===== config.mk =====
export PLATFORM = sky130hd
export DESIGN_NAME = muldiv_unit
export DESIGN_NICKNAME = d
export VERILOG_FILES = /design/src/rtl/muldiv_pkg.sv /design/src/rtl/muldiv_sign_fix.sv /design/src/rtl/muldiv_unit.sv
export SDC_FILE = /design/constraint.sdc
export NUM_CORES = 1
export LEC_CHECK = 0
export BUFFER_PORTS_ARGS = -buffer_cell sky130_fd_sc_hd__buf_2
export CORE_ASPECT_RATIO = 1.5
export CORE_UTILIZATION = 40
export DETAILED_ROUTE_END_ITERATION = 8
export PLACE_DENSITY = 0.55
export SLEW_MARGIN = 10
export SYNTH_ARGS = -nofsm -noshare
export SYNTH_HDL_FRONTEND = slang
export SYNTH_SLANG_ARGS = --single-unit
export TNS_END_PERCENT = 5

===== constraint.sdc =====
create_clock -name clk -period 6.7 [get_ports clk]
set_input_delay 0.335 -clock clk [delete_from_list [all_inputs] [get_ports clk]]
set_output_delay 0.335 -clock clk [all_outputs]
set_load 0.03 [all_outputs]

===== src/rtl/muldiv_pkg.sv =====
// Shared definitions for the iterative multiply/divide unit: op encoding, FSM states and
// op-decode helpers.
package muldiv_pkg;

    localparam int unsigned DEFAULT_XLEN = 32;

    localparam logic [2:0] OP_MUL    = 3'b000;
    localparam logic [2:0] OP_MULH   = 3'b001;
    localparam logic [2:0] OP_MULHU  = 3'b010;
    localparam logic [2:0] OP_MULRSV = 3'b011;
    localparam logic [2:0] OP_DIV    = 3'b100;
    localparam logic [2:0] OP_DIVU   = 3'b101;
    localparam logic [2:0] OP_REM    = 3'b110;
    localparam logic [2:0] OP_REMU   = 3'b111;

    typedef enum logic [1:0] {
        S_IDLE,
        S_CALC,
        S_FIN
    } state_e;

    function automatic logic op_is_div(input logic [2:0] op);
        return (op == OP_DIV) || (op == OP_DIVU) || (op == OP_REM) || (op == OP_REMU);
    endfunction

    function automatic logic op_is_rem(input logic [2:0] op);
        return (op == OP_REM) || (op == OP_REMU);
    endfunction

    // Upper half of the double-width product; reserved 011 falls through to MUL.
    function automatic logic op_is_high(input logic [2:0] op);
        return (op == OP_MULH) || (op == OP_MULHU);
    endfunction

    function automatic logic op_is_signed(input logic [2:0] op);
        return (op == OP_MULH) || (op == OP_DIV) || (op == OP_REM);
    endfunction

endpackage


===== src/rtl/muldiv_sign_fix.sv =====
// Combinational sign handling for signed multiply/divide: strips operand signs on entry and
// negates the double-width raw result on exit.
module muldiv_sign_fix
    import muldiv_pkg::*;
#(
    parameter int unsigned XLEN = DEFAULT_XLEN
) (
    input  logic              sgn,
    input  logic [XLEN-1:0]   a,
    input  logic [XLEN-1:0]   b,
    output logic [XLEN-1:0]   abs_a,
    output logic [XLEN-1:0]   abs_b,
    output logic              neg_a,
    output logic              neg_b,
    input  logic [2*XLEN-1:0] res_in,
    input  logic              res_neg,
    output logic [2*XLEN-1:0] res_out
);

    assign neg_a = sgn & a[XLEN-1];
    assign neg_b = sgn & b[XLEN-1];

    // The magnitude of the most negative value wraps to itself, which is the correct
    // unsigned magnitude.
    assign abs_a = neg_a ? ('0 - a) : a;
    assign abs_b = neg_b ? ('0 - b) : b;

    assign res_out = res_neg ? ('0 - res_in) : res_in;

endmodule


===== src/rtl/muldiv_unit.sv =====
// Iterative multiply/divide unit: one shift-add or restoring shift-subtract step per cycle,
// single register-file write on completion. Signed ops enabled by MULDIV_SIGNED_EN.
module muldiv_unit
    import muldiv_pkg::*;
#(
    parameter int unsigned XLEN = DEFAULT_XLEN
) (
    input  logic            clk,
    input  logic            rstn,
    input  logic            start,
    input  logic [2:0]      op,
    input  logic [XLEN-1:0] rs1_data,
    input  logic [XLEN-1:0] rs2_data,
    input  logic [4:0]      rd,
    input  logic            kill,
    output logic            busy,
    output logic            wb_valid,
    output logic [4:0]      wb_reg,
    output logic [XLEN-1:0] wb_data
);

    localparam int unsigned CNT_W = $clog2(XLEN) + 1;

    state_e            state;
    logic [CNT_W-1:0]  count;
    logic [2:0]        op_q;
    logic [4:0]        rd_q;
    logic [XLEN-1:0]   opnd;
    logic [XLEN-1:0]   hi;
    logic [XLEN-1:0]   lo;
    logic              busy_q;
    logic              wb_valid_q;
    logic [4:0]        wb_reg_q;
    logic [XLEN-1:0]   wb_data_q;

    logic [XLEN-1:0]   opa;
    logic [XLEN-1:0]   opb;
    logic              div_zero;
    logic [XLEN:0]     mul_sum;
    logic [XLEN:0]     div_shift;
    logic              div_ge;
    logic [XLEN-1:0]   div_sub;
    logic [XLEN-1:0]   hi_n;
    logic [XLEN-1:0]   lo_n;
    logic [2*XLEN-1:0] res_raw;
    logic [2*XLEN-1:0] res_fix;
    logic [XLEN-1:0]   result;

`ifdef MULDIV_SIGNED_EN
    logic op_sgn;
    logic neg_a;
    logic neg_b;
    logic start_neg;
    logic neg_q;

    assign op_sgn = op_is_signed(op);

    muldiv_sign_fix #(
        .XLEN(XLEN)
    ) u_sign_fix (
        .sgn     (op_sgn),
        .a       (rs1_data),
        .b       (rs2_data),
        .abs_a   (opa),
        .abs_b   (opb),
        .neg_a   (neg_a),
        .neg_b   (neg_b),
        .res_in  (res_raw),
        .res_neg (neg_q),
        .res_out (res_fix)
    );

    // Quotient and product flip when signs differ; remainder follows the dividend.
    assign start_neg = op_is_rem(op) ? neg_a : (neg_a ^ neg_b);
`else
    assign opa     = rs1_data;
    assign opb     = rs2_data;
    assign res_fix = res_raw;
`endif

    assign div_zero = op_is_div(op) && (rs2_data == '0);

    // Multiply: {hi, lo} shifts right, multiplier bits consumed from lo[0].
    assign mul_sum = {1'b0, hi} + ({1'b0, opnd} & {(XLEN + 1){lo[0]}});

    // Divide: partial remainder in hi, dividend shifts out of lo as quotient bits shift in.
    assign div_shift = {hi, lo[XLEN-1]};
    assign div_ge    = div_shift >= {1'b0, opnd};
    assign div_sub   = div_shift[XLEN-1:0] - opnd;

    always_comb begin
        hi_n = '0;
        lo_n = '0;
        if (op_is_div(op_q)) begin
            hi_n = div_ge ? div_sub : div_shift[XLEN-1:0];
            lo_n = {lo[XLEN-2:0], div_ge};
        end else begin
            hi_n = mul_sum[XLEN:1];
            lo_n = {mul_sum[0], lo[XLEN-1:1]};
        end
    end

    // Result is formed from the final step's values so it can be registered entering FIN.
    assign res_raw = op_is_div(op_q) ?
                     {{XLEN{1'b0}}, (op_is_rem(op_q) ? hi_n : lo_n)} : {hi_n, lo_n};
    assign result  = op_is_high(op_q) ? res_fix[2*XLEN-1:XLEN] : res_fix[XLEN-1:0];

    always_ff @(posedge clk) begin
        if (!rstn) begin
            state      <= S_IDLE;
            count      <= '0;
            op_q       <= OP_MUL;
            rd_q       <= '0;
            opnd       <= '0;
            hi         <= '0;
            lo         <= '0;
            busy_q     <= 1'b0;
            wb_valid_q <= 1'b0;
            wb_reg_q   <= '0;
            wb_data_q  <= '0;
`ifdef MULDIV_SIGNED_EN
            neg_q      <= 1'b0;
`endif
        end else if (kill) begin
            state      <= S_IDLE;
            count      <= '0;
            busy_q     <= 1'b0;
            wb_valid_q <= 1'b0;
        end else begin
            unique case (state)
                S_IDLE: begin
                    wb_valid_q <= 1'b0;
                    if (start) begin
                        op_q   <= op;
                        rd_q   <= rd;
                        busy_q <= 1'b1;
                        if (div_zero) begin
                            state      <= S_FIN;
                            wb_valid_q <= (rd != 5'd0);
                            wb_reg_q   <= rd;
                            wb_data_q  <= op_is_rem(op) ? rs1_data : '1;
                        end else begin
                            state <= S_CALC;
                            count <= CNT_W'(XLEN);
                            hi    <= '0;
                            opnd  <= op_is_div(op) ? opb : opa;
                            lo    <= op_is_div(op) ? opa : opb;
`ifdef MULDIV_SIGNED_EN
                            neg_q <= start_neg;
`endif
                        end
                    end
                end
                S_CALC: begin
                    hi    <= hi_n;
                    lo    <= lo_n;
                    count <= count - CNT_W'(1);
                    if (count == CNT_W'(1)) begin
                        state      <= S_FIN;
                        wb_valid_q <= (rd_q != 5'd0);
                        wb_reg_q   <= rd_q;
                        wb_data_q  <= result;
                    end
                end
                S_FIN: begin
                    state      <= S_IDLE;
                    busy_q     <= 1'b0;
                    wb_valid_q <= 1'b0;
                end
                default: begin
                    state      <= S_IDLE;
                    busy_q     <= 1'b0;
                    wb_valid_q <= 1'b0;
                end
            endcase
        end
    end

    assign busy     = busy_q;
    // A flush arriving in the FIN cycle must still suppress the write.
    assign wb_valid = wb_valid_q & ~kill;
    assign wb_reg   = wb_reg_q;
    assign wb_data  = wb_data_q;

endmodule


### Word level (Yosys, flattened, before mapping)

Cells that the tools add are included.

* register bits: 151
* input port bits: 76
* output and inout port bits: 39
* word-level logic and storage cells: 96

* add/subtract/negate cells: 3
* order comparisons: 1
* eq/ne operators: 16
* mux-type cells: 36
* bitwise logic cells: 6
* reduce and logical (&&, ||, !) cells: 23

Operators by type and width (number)
* $mux 32: 15
* $pmux 32 s2: 3
* $mux 64: 1
* $add 32x33->33: 1
* $and 32x33->33: 1
* $ge 33x32->1: 1
* $logic_not 32->1: 1
* $sub 32x32->32: 1
* $eq 3x3->1 const B: 8
* $mux 5: 3
* $mux 6: 2
* $pmux 6 s2: 1
* $pmux 5 s2: 1
* $reduce_bool 5->1: 2
* $logic_or 1x1->1: 9
* $ne 2x2->1 const B: 4
* $reduce_and 4->1: 2
* $eq 6x1->1 const B: 1
* $mux 2: 3
* $reduce_and 3->1: 2
* $sub 6x1->6 const B: 1
* $reduce_and 5->1: 1
* $mux 1: 4
* $not 1->1: 4
* 11 further kinds: 13

### Logic depth before layout (Yosys ltp)

* depth after elaboration: 10
* mapped depth: 16
* gate-level depth less buffers: 14

### Least setup slack after synthesis

Ideal clock, no wire load.

* path kind: register to register
* start point: register lo[0]
* end point: register wb_data_q[30] (netlist: wb_data[30])
* setup time: 0.073 ns
* arrival time: 3.154 ns
* required time: 6.627 ns
* setup slack: 3.472 ns
* cell stages (with the launch flop): 15
* buffers on the path: 1
* period minus slack after synthesis: 3.228 ns
* cells stage by stage: dfxtp_1 > clkbuf_1 > nand2_1 > inv_1 > ha_1 > a211oi_2 > o21bai_2 > a21oi_4 > o21ai_4 > a41oi_4 > o21bai_2 > a221o_1 > or4b_1 > a311o_1 > o211ai_2

* cells in the longest elaborated chain, start to end: 8

RTL lines
* start: declaration: RTL line muldiv_unit.sv:30 `logic [XLEN-1:0] lo;`
* start signal: assignment: RTL line muldiv_unit.sv:147 `lo <= op_is_div(op) ? opa : opb;`
* start signal: assignment: RTL line muldiv_unit.sv:156 `lo <= lo_n;`
* $and 32x33->33 *: RTL line muldiv_unit.sv:84 `assign mul_sum = {1'b0, hi} + ({1'b0, opnd} & {(XLEN + 1){lo[0]}});`
* $add 32x33->33 *: RTL line muldiv_unit.sv:84
* $mux 32 *: RTL line muldiv_unit.sv:94 `if (op_is_div(op_q)) begin`
* $mux 32: RTL line muldiv_unit.sv:105 `{{XLEN{1'b0}}, (op_is_rem(op_q) ? hi_n : lo_n)} : {hi_n, lo_n};`
* $mux 64 *: RTL line muldiv_unit.sv:104 `assign res_raw = op_is_div(op_q) ?`
* $mux 32 *: RTL line muldiv_unit.sv:106 `assign result = op_is_high(op_q) ? res_fix[2*XLEN-1:XLEN] : res_fix[XLEN-1:0];`
* $mux 32 *: RTL line muldiv_unit.sv:158 `if (count == CNT_W'(1)) begin`
* $pmux 32 s2 *: RTL line muldiv_unit.sv:130 `unique case (state)`
* end signal: assignment: RTL line muldiv_unit.sv:141 `wb_data_q <= op_is_rem(op) ? rs1_data : '1;`
* end signal: assignment: RTL line muldiv_unit.sv:162 `wb_data_q <= result;`
* end: declaration: RTL line muldiv_unit.sv:34 `logic [XLEN-1:0] wb_data_q;`

Mark *: on every way between the ends. The rest lies on a longest branch, timed or not. The select of a mux whose other input is x is not followed.
A chain may end at the register's enable or synchronous reset.

### Worst setup path in the final report

* start point: register lo[0]
* end point: register wb_data_q[23] (netlist: wb_data[23])

The elaborated chain is that of the path after synthesis.

==> results.ini <==
[yosys]
ys_types=89
async_flop_share_pct=0
synth_edf_count=0
synth_cells=1612
synth_top_flop_cell=dfxtp_1
synth_area_sq_um=12300
synth_seq_cells=151
ys_seq_area_share_pct=24.6
yosys_warnings=0
syn_area_per_cell_sq_um=7.62
syn-num-nets=1756

[cells_and_area]
finish.utilization_pct=44.9
antenna_cells=0
nNetsFinal=1796
syn2layout_area_growth_pct=10.5
drive_gt1_share_pct=12.3

[global_route]
grt_pass1_wl_microns=73200
antenna_found_initial=0
grt-ovfl-total=0
grt_max_degree=68
grt_pass1_vias=12200
track_usage_pct=30.2

[clock_network]
ctsHoldBuffers=0
cts.sinks=151
cts_setup_buffers=0
numCtsBuffers=17
clockBufferDepth=2
cts_htree_levels=4
clk_pin_slew_ps=60
tritoncts=yes
clk_root_buffer_cell=clkbuf_16
cts_resized=0
clock_latency_ps=450

[routing]
drc_errors=0
wl_per_cell_microns=23.0
wirelength_microns=47500
drtPass1Iterations=5
drt_iter0_markers=1020
vias_per_cell=6.13
vias=12700
final_antenna_net_count=0

[placement]
dpl.hpwl_microns=36000
routabilityCongestion=0.959
preCtsSetupSlack_ps=2400
io_buffers=114

[critical_path]
crit_chain=and2_1 -> ha_1 -> inv_1 -> fa_1 -> nor2b_1 -> o2111ai_1 -> a31o_2 -> a211oi_1 -> nor3b_1 -> o21ai_0 -> xnor2_1 -> o21ai_0 -> a222oi_1 -> o32ai_1
max_stage_delay_ps=640
start_kind=flip-flop
worst_path_max_delay_cell=a211oi_1
cp_common_cell=o21ai_0
crit_arrival_ps=4410
critPathMaxFanout=8
endpoint_kind=flip-flop
crit_type=flip-flop to flip-flop
critPathRequiredTime_ps=7010

[timing]
rsz0062_at_grt=no
clock_skew_ps=11.6
maxSlewHeadroom_pct=21.4
max_freq_mhz=244
finalCritPeriodShare_pct=61.2
slew_violations=0
hold_viol=0
layout_setup_ws_ps=2600
final.min_clock_period_ps=4100
setup_violations=0
worstMarginPinSlew_ps=1170
tns_ps=0

[die]
dieWidth_microns=145
num_rows=78
ios=115
die_y_microns=217
initial_utilization_pct=40.6
die_area_sq_um=31400
core_sq_um=30300

[min_path]
holdCritPathClass=input port to flip-flop

[status]
status=complete, no violations

[run]
maxCapViolCount=0

[power]
power.density_nw_per_um2=180
fin_total_pwr_mw=2.45
leakage_nw=5.79
peakVddDrop_v=0.000168

-- synth_stat cells, types with 24 or more instances --
cell        n  share of area (%)
clkbuf_1   86                2.6
a21oi_1   154                6.3
a211oi_1   85                5.2
nor2_1    145                4.4
dfxtp_1   151                 25
o211a_1    26                2.1
ha_1       66                6.7
o21ai_0    83                3.4
inv_1      52                1.6
mux2i_1    91                7.4
nand2_1   181                5.5
nor3_1     25                1.0
xor2_1     24                1.7
o21ai_1    24               0.98
and2_1     52                2.6
xnor2_1    41                2.9
-- layer usage --
layer | vias to the layer above | track usage (%) | wire, microns
li1 | 5979 | - | -
met1 | 6111 | 38.9 | 20400
met2 | 482 | 51.3 | 22800
met3 | 93 | 2.65 | 2420
met4 | 0 | 12.9 | 1820
met5 | - | 0 | 0
-- placed cells by master, fill, tap and decap left out, types with 5 or more instances in the layout --
master     Yosys  final
nor4_1        11     11
clkinv_2       0      7
a211oi_1      85     85
mux2i_1       91     91
a21oi_1      154    154
buf_2          9    113
o211a_1       26     26
o21a_1        10     10
nand3_1       22     22
o221ai_1      18     18
a211o_1        5      5
buf_4          3     20
a21o_1        18     18
xor2_1        24     24
mux2_1         5      5
nand2_1      181    181
nand2b_1      14     13
clkbuf_16      0     17
ha_1          66     66
nor3_1        25     25
a22o_1        14     14
nor2_1       145    141
and3_1         5      5
o21bai_1       7      7
o2111ai_1      9      9
o211ai_1      20     20
o22ai_1        6      6
a221oi_1       5      5
dfxtp_1      151    150
and2_1        52     52
nand4_1       15     15
a31oi_1        8      8
o21ai_0       83     83
or3_1         19     19
xnor2_1       41     40
nor2b_1       13     13
o21ai_1       24     23
inv_1         52     52
-- final timing paths --
path / startpoint / endpoint / slack, ps / cells past startpoint
setup reg to reg: lo[0] / wb_data[23] / 2600 / 14
hold reg to reg: wb_valid_q / wb_valid_q / 460 / 2
hold / removal: op[0] / op_q[0] / 140 / 3
setup / recovery: lo[0] / wb_data[23] / 2600 / 14
-- through the flow --
step / area [sq um] / instances / hold slack (ps)
after floorplan: 12300 / 1612 / 427
after global placement: 13000 / 2033 / 441
after detailed placement: 13000 / 2033 / 451
after CTS: 13600 / 2065 / 131
after global routing: 13600 / 2065 / 163
final: 13600 / 2065 / 144
-- cell type report --
type	count	area, sq um
Clock buffer	18	429
Clock inverter	14	135
Fill cell	3203	16700
Inverter	53	199
Multi-Input combinational cell	1296	8570
Sequential cell	151	3020
Tap cell	400	500
Timing Repair Buffer	133	716
-- cell families (layout without fill, tap and decap cells) --
group                    count (synthesis)  in the layout  synth area share [%]
AND/OR/NAND/NOR                        521            521                  19.7
adder cells (fa/ha/maj)                 68             68                  7.05
buffers and inverters                  165            218                  5.98
multiplexers                           100            100                  8.27
XOR/XNOR                                65             65                  4.63
flip-flops                             151            151                  24.6
AO/OA/AOI/OAI                          542            542                  29.8
-- power by group --
group | leakage (nW) | internal [mW] | switching (mW) | total [mW]
combinational | 4.29 | 0.180 | 0.341 | 0.521
sequential | 1.23 | 0.930 | 0.0389 | 0.969
clock | 0.275 | 0.543 | 0.415 | 0.958
total | 5.79 | 1.65 | 0.795 | 2.45
-- worst max-delay path, delay by kind of cell, from the launching register on --
kind            cells  cell delay (ps)
fa+ha+maj           2              630
compound gates      7             1930
xor+xnor            1              240
simple gates        3              570
buf+inv             1               70
flops               1              540
No activity file was read; power rests on OpenSTA's default activity.
